[src/rtl/dispatch_hazard_table.sv]
// In-flight register table for the dispatch stage.
// One entry per pipeline slot holds {rs1, rs2, rW} plus a valid bit. The table
// tracks occupancy, flags protocol misuse stickily, and compares two query
// source registers against every in-flight destination to produce a RAW stall.
module dispatch_hazard_table #(
  parameter int CORE          = 0,
  parameter int ADDRESS_WIDTH = 5,
  parameter int STAGES        = 4,
  parameter int INDEX_WIDTH   = 2,
  parameter int COUNT_WIDTH   = 3
) (
  input  logic                       clock,
  input  logic                       reset,
  input  logic                       reg_insert,
  input  logic [ADDRESS_WIDTH-1:0]   reg_rs1,
  input  logic [ADDRESS_WIDTH-1:0]   reg_rs2,
  input  logic [ADDRESS_WIDTH-1:0]   reg_rW,
  input  logic [INDEX_WIDTH-1:0]     reg_indexIns,
  input  logic                       reg_delete,
  input  logic [INDEX_WIDTH-1:0]     reg_indexDel,
  input  logic                       reg_flush,
  input  logic [INDEX_WIDTH-1:0]     reg_indexRead,
  output logic [3*ADDRESS_WIDTH-1:0] reg_outRead,
  output logic                       reg_outValid,
  input  logic [ADDRESS_WIDTH-1:0]   chk_rs1,
  input  logic [ADDRESS_WIDTH-1:0]   chk_rs2,
  output logic [STAGES-1:0]          chk_hit1,
  output logic [STAGES-1:0]          chk_hit2,
  output logic                       chk_stall,
  output logic [COUNT_WIDTH-1:0]     reg_count,
  output logic                       reg_full,
  output logic                       reg_empty,
  output logic                       reg_error
);

  localparam int DW = 3 * ADDRESS_WIDTH;

  // The core identifier is informational only.
  logic unused_core;
  assign unused_core = ^CORE;

  logic [DW-1:0]          entry_data [STAGES];
  logic [STAGES-1:0]      valid_reg;
  logic [STAGES-1:0]      ins_sel;
  logic [STAGES-1:0]      del_sel;
  logic [COUNT_WIDTH-1:0] count_reg;
  logic [COUNT_WIDTH-1:0] count_next;
  logic                   error_reg;
  logic                   error_next;

  // An index is usable only if it names an existing slot; the extra top bit
  // keeps the comparison meaningful when 2^INDEX_WIDTH == STAGES.
  logic ins_in_range;
  logic del_in_range;
  logic ins_ok;
  logic del_ok;
  logic ins_on_valid;
  logic del_on_valid;
  logic same_index;

  assign ins_in_range = ({1'b0, reg_indexIns} < (INDEX_WIDTH+1)'(STAGES));
  assign del_in_range = ({1'b0, reg_indexDel} < (INDEX_WIDTH+1)'(STAGES));
  assign ins_ok       = reg_insert && ins_in_range;
  assign del_ok       = reg_delete && del_in_range;
  assign ins_on_valid = |(ins_sel & valid_reg);
  assign del_on_valid = |(del_sel & valid_reg);
  assign same_index   = ins_ok && del_ok && (reg_indexIns == reg_indexDel);

  genvar gi;
  generate
    for (gi = 0; gi < STAGES; gi++) begin : g_entry
      logic [DW-1:0] data_reg;
      logic          valid_bit_reg;

      assign ins_sel[gi]    = ins_ok && (reg_indexIns == INDEX_WIDTH'(gi));
      assign del_sel[gi]    = del_ok && (reg_indexDel == INDEX_WIDTH'(gi));
      assign entry_data[gi] = data_reg;
      assign valid_reg[gi]  = valid_bit_reg;

      // Entry update: flush beats insert, insert beats delete on the same slot.
      always_ff @(posedge clock or negedge reset) begin
        if (!reset) begin
          data_reg      <= '0;
          valid_bit_reg <= 1'b0;
        end else if (reg_flush) begin
          data_reg      <= '0;
          valid_bit_reg <= 1'b0;
        end else if (ins_sel[gi]) begin
          data_reg      <= {reg_rs1, reg_rs2, reg_rW};
          valid_bit_reg <= 1'b1;
        end else if (del_sel[gi]) begin
          data_reg      <= '0;
          valid_bit_reg <= 1'b0;
        end
      end

      // Destination in the low field; register 0 is never a hazard.
      assign chk_hit1[gi] = valid_bit_reg && (chk_rs1 != '0) &&
                            (data_reg[ADDRESS_WIDTH-1:0] == chk_rs1);
      assign chk_hit2[gi] = valid_bit_reg && (chk_rs2 != '0) &&
                            (data_reg[ADDRESS_WIDTH-1:0] == chk_rs2);
    end
  endgenerate

  // Occupancy delta and protocol-error detection for this cycle's operations.
  always_comb begin
    count_next = count_reg;
    error_next = error_reg;
    if (reg_flush) begin
      count_next = '0;
    end else begin
      if (ins_ok && !ins_on_valid) begin
        count_next = count_next + COUNT_WIDTH'(1);
      end
      if (del_ok && del_on_valid && !same_index) begin
        count_next = count_next - COUNT_WIDTH'(1);
      end
      if ((reg_insert && !ins_in_range) || (reg_delete && !del_in_range) ||
          (ins_ok && ins_on_valid) || (del_ok && !del_on_valid)) begin
        error_next = 1'b1;
      end
    end
  end

  // Counter and sticky error advance on the same edge as the valid bits.
  always_ff @(posedge clock or negedge reset) begin
    if (!reset) begin
      count_reg <= '0;
      error_reg <= 1'b0;
    end else begin
      count_reg <= count_next;
      error_reg <= error_next;
    end
  end

  // Read port: invalid or out-of-range slots read as zero.
  always_comb begin
    reg_outRead  = '0;
    reg_outValid = 1'b0;
    for (int i = 0; i < STAGES; i++) begin
      if ((reg_indexRead == INDEX_WIDTH'(i)) && valid_reg[i]) begin
        reg_outRead  = entry_data[i];
        reg_outValid = 1'b1;
      end
    end
  end

  assign chk_stall = (|chk_hit1) | (|chk_hit2);
  assign reg_count = count_reg;
  assign reg_full  = (count_reg == COUNT_WIDTH'(STAGES));
  assign reg_empty = (count_reg == '0);
  assign reg_error = error_reg;

endmodule

[config.mk]
export PLATFORM = sky130hd
export DESIGN_NAME = dispatch_hazard_table
export DESIGN_NICKNAME = d
export VERILOG_FILES = /design/src/rtl/dispatch_hazard_table.sv
export SDC_FILE = /design/constraint.sdc
export NUM_CORES = 1
export LEC_CHECK = 0
export CAP_MARGIN = 20
export CORE_UTILIZATION = 35
export CTS_CLUSTER_SIZE = 25
export DETAILED_ROUTE_END_ITERATION = 16
export MAX_ROUTING_LAYER = met4
export PLACE_DENSITY = 0.64
export REMOVE_ABC_BUFFERS = 1
export SLEW_MARGIN = 10
export SYNTH_ARGS = -nofsm -noshare
export SYNTH_HDL_FRONTEND = slang
export SYNTH_SLANG_ARGS = --single-unit
[constraint.sdc]
create_clock -name clock -period 2.7 [get_ports clock]
set_input_delay 0.54 -clock clock [delete_from_list [all_inputs] [get_ports clock]]
set_output_delay 0.54 -clock clock [all_outputs]
set_load 0.005 [all_outputs]
==> impl_metrics.ini <==
[drt]
firstDrtPassIters = 4
routedWlPerCell_um = 19.4
drtIter0Drc = 193
via_per_inst = 5.63
drt_wl_total_um = 10600
drtAntennaViolNets = 0
vias = 3067
route.detailed.drc = 0

[grt]
grt_util_all_layers_pct = 21.8
grt_start_max_net_pins = 39
grt_pass1_wl_um = 16700
grt_pass1_vias = 3087
gr-total-overflow = 0
antenna_found_initial = 0

[power]
combPwrFrac_pct = 18.5
power.leakage_nw = 2.18
p_switching_mw = 0.616
pwr-share-seq_pct = 49.0
internal_power_mw = 1.61
switching_share_pct = 27.7
ir_drop_v = 0.000192
p_per_area_nw_per_um2 = 455
p_clk_share_pct = 32.5
p_total_mw = 2.23

[floorplan]
ios = 67
die_area_um2 = 10700
start_util_pct = 36.5
die_x_um = 103
fp.dieH_um = 103
coreArea_um2 = 9860
rows = 36

[place]
place_inst = 529
port_buffers = 66
place_hpwl_um = 7300
place_congestion = 0.879

[logic_synthesis]
ys_types = 41
synth.cell_area_um2 = 3600
synth_seq_cells = 68
synth_edf_count = 0
async_flop_share_pct = 100
synth_top_flop_cell = dfrtp_1
syn_inst = 321
ys_warn_count = 0
syn_area_per_cell_um2 = 11.2
yosysSeqAreaShare_pct = 47.3

[sta]
clock.fmax_mhz = 375
rsz0062_at_grt = yes
finalMaxSlewViolations = 0
worst_pin_slew_ps = 756
finalCritPeriodShare_pct = 98.8
hold_violations = 0
fin_worst_skew_ps = 0.530
min_period_ps = 2670
finalSetupTns_ps = 0
setup_viol_count_final = 0
slew_headroom_pct = 49.6

[clocking]
cts-hold-fix-buffers = 0
cts_root_buffer = clkbuf_8
path_clk_slew_ps = 70
clockBufferDepth = 2
cts_setup_buffers = 0
clock_latency_ps = 340
cts_max_level = 3
tritoncts = done
numCtsBuffers = 9
cts_sinks = 68

[layout]
final_cell_mix = dfrtp_1 (67), a22o_1 (60), clkdlybuf4s50_1 (48)
final_common_cell = dfrtp_1
largest_reg_flops = 60
final_nets = 446
layout.cells.non_filler = 545
fillCellCount = 887
utilization_pct = 49.6
multiInputGateArea_um2 = 1870
antenna_cells = 0
regArea_um2 = 1700
syn2layout_area_growth_pct = 36.1
drive_gt1_share_pct = 19.4

[critical_path]
endpoint_kind = output pin
cp.required_ps = 2160
critical_path_class = in2out
path_max_fanout = 7
cp-start-kind = primary input
crit_arrival_ps = 2130

[job]
drv_cap = 0

[worst_hold_path]
hold_path.class = in2async

[run_status]
status = completed
cells by family (layout without fill, tap and decap cells):
group	after synthesis	in the layout	synth area share [%]
multiplexers	5	5	2.16
XOR/XNOR	46	46	11.4
buffers and inverters	33	124	3.93
flip-flops	68	68	47.3
adder cells (fa/ha/maj)	3	3	1.04
AND/OR/NAND/NOR	47	47	8.66
AO/OA/AOI/OAI	119	119	25.5
per-stage QoR:
step | area, µm² | hold WS, ps | worst slack, ps
2_1_floorplan | 3480 | 244 | 551
3_3_place_gp | 4600 | 459 | -460
3_5_place_dp | 4600 | 473 | -466
4_1_cts | 4840 | 269 | -123
5_1_grt | 4890 | 302 | -48.8
6_report | 4890 | 266 | 32.2
worst paths after layout:
| kind | slack (ps) | from | to | cells past startpoint |
|---|---|---|---|---|
| max in group asynchronous | 1770 | reset | g_entry[0].valid_bit_reg | 2 |
| max reg2reg | 620 | g_entry[2].valid_bit_reg | reg_count[1] | 6 |
| max | 30 | reg_indexRead[1] | reg_outRead[0] | 6 |
| min | 270 | reset | reg_error | 1 |
| min reg2reg | 480 | reg_error | reg_error | 1 |
| min in group clock | 480 | reg_error | reg_error | 1 |
synth_stat cells, drive strengths merged (2+ instances only):
library cell,n,area share (%)
dfrtp,68,47
a22o,60,15
xnor2,28,7.0
xor2,18,4.4
a21oi,16,2.2
a22oi,15,3.1
o22ai,15,2.6
clkbuf,14,1.5
buf,12,1.7
nor4,10,1.7
nand4,8,1.4
nor2,8,1.3
inv,7,0.73
nand2,5,0.52
a21o,3,0.63
a31oi,3,0.52
ha,3,1.0
nand2b,3,0.73
o21a,3,0.63
mux2,2,0.63
mux4,2,1.3
nand3b,2,0.42
nor2b,2,0.35
nor3,2,0.56
or4,2,0.63
cell type report:
type	count	share of cell area (%)
Timing Repair Buffer	101	19.6
Sequential cell	68	34.8
Clock inverter	5	0.562
Inverter	7	0.537
Tap cell	133	3.40
Multi-Input combinational cell	220	38.2
Clock buffer	11	2.89
per-layer routing:
metal  GRT usage, %  vias up  routed length [µm]
li1               -     1398                   -
met1           29.1     1564                4660
met2           33.2       99                5310
met3           3.90        6                 529
met4           7.91        0                  88
met5              -        -                   0
critical path: stages:
cell and delay (ps):
dlygate4sd2_1 290, and3b_1 260, buf_4 170, a22oi_1 90, a21oi_1 230, clkdlybuf4s50_1 540
power by group through the flow:
stage	Sequential [mW]	Clock, mW	Combinational [mW]
after floorplan	1.10	0	0.167
after global placement	1.11	0	0.396
after detailed placement	1.11	0	0.403
after CTS	1.09	0.743	0.409
after global routing	1.10	0.796	0.448
final	1.09	0.724	0.412
timing repair:
item / in CTS / in global routing
resized for setup: 31 / 15
pin swaps: 14 / 6
setup endpoints to repair: 25 / 16
Power figures use the tool's default switching activity.
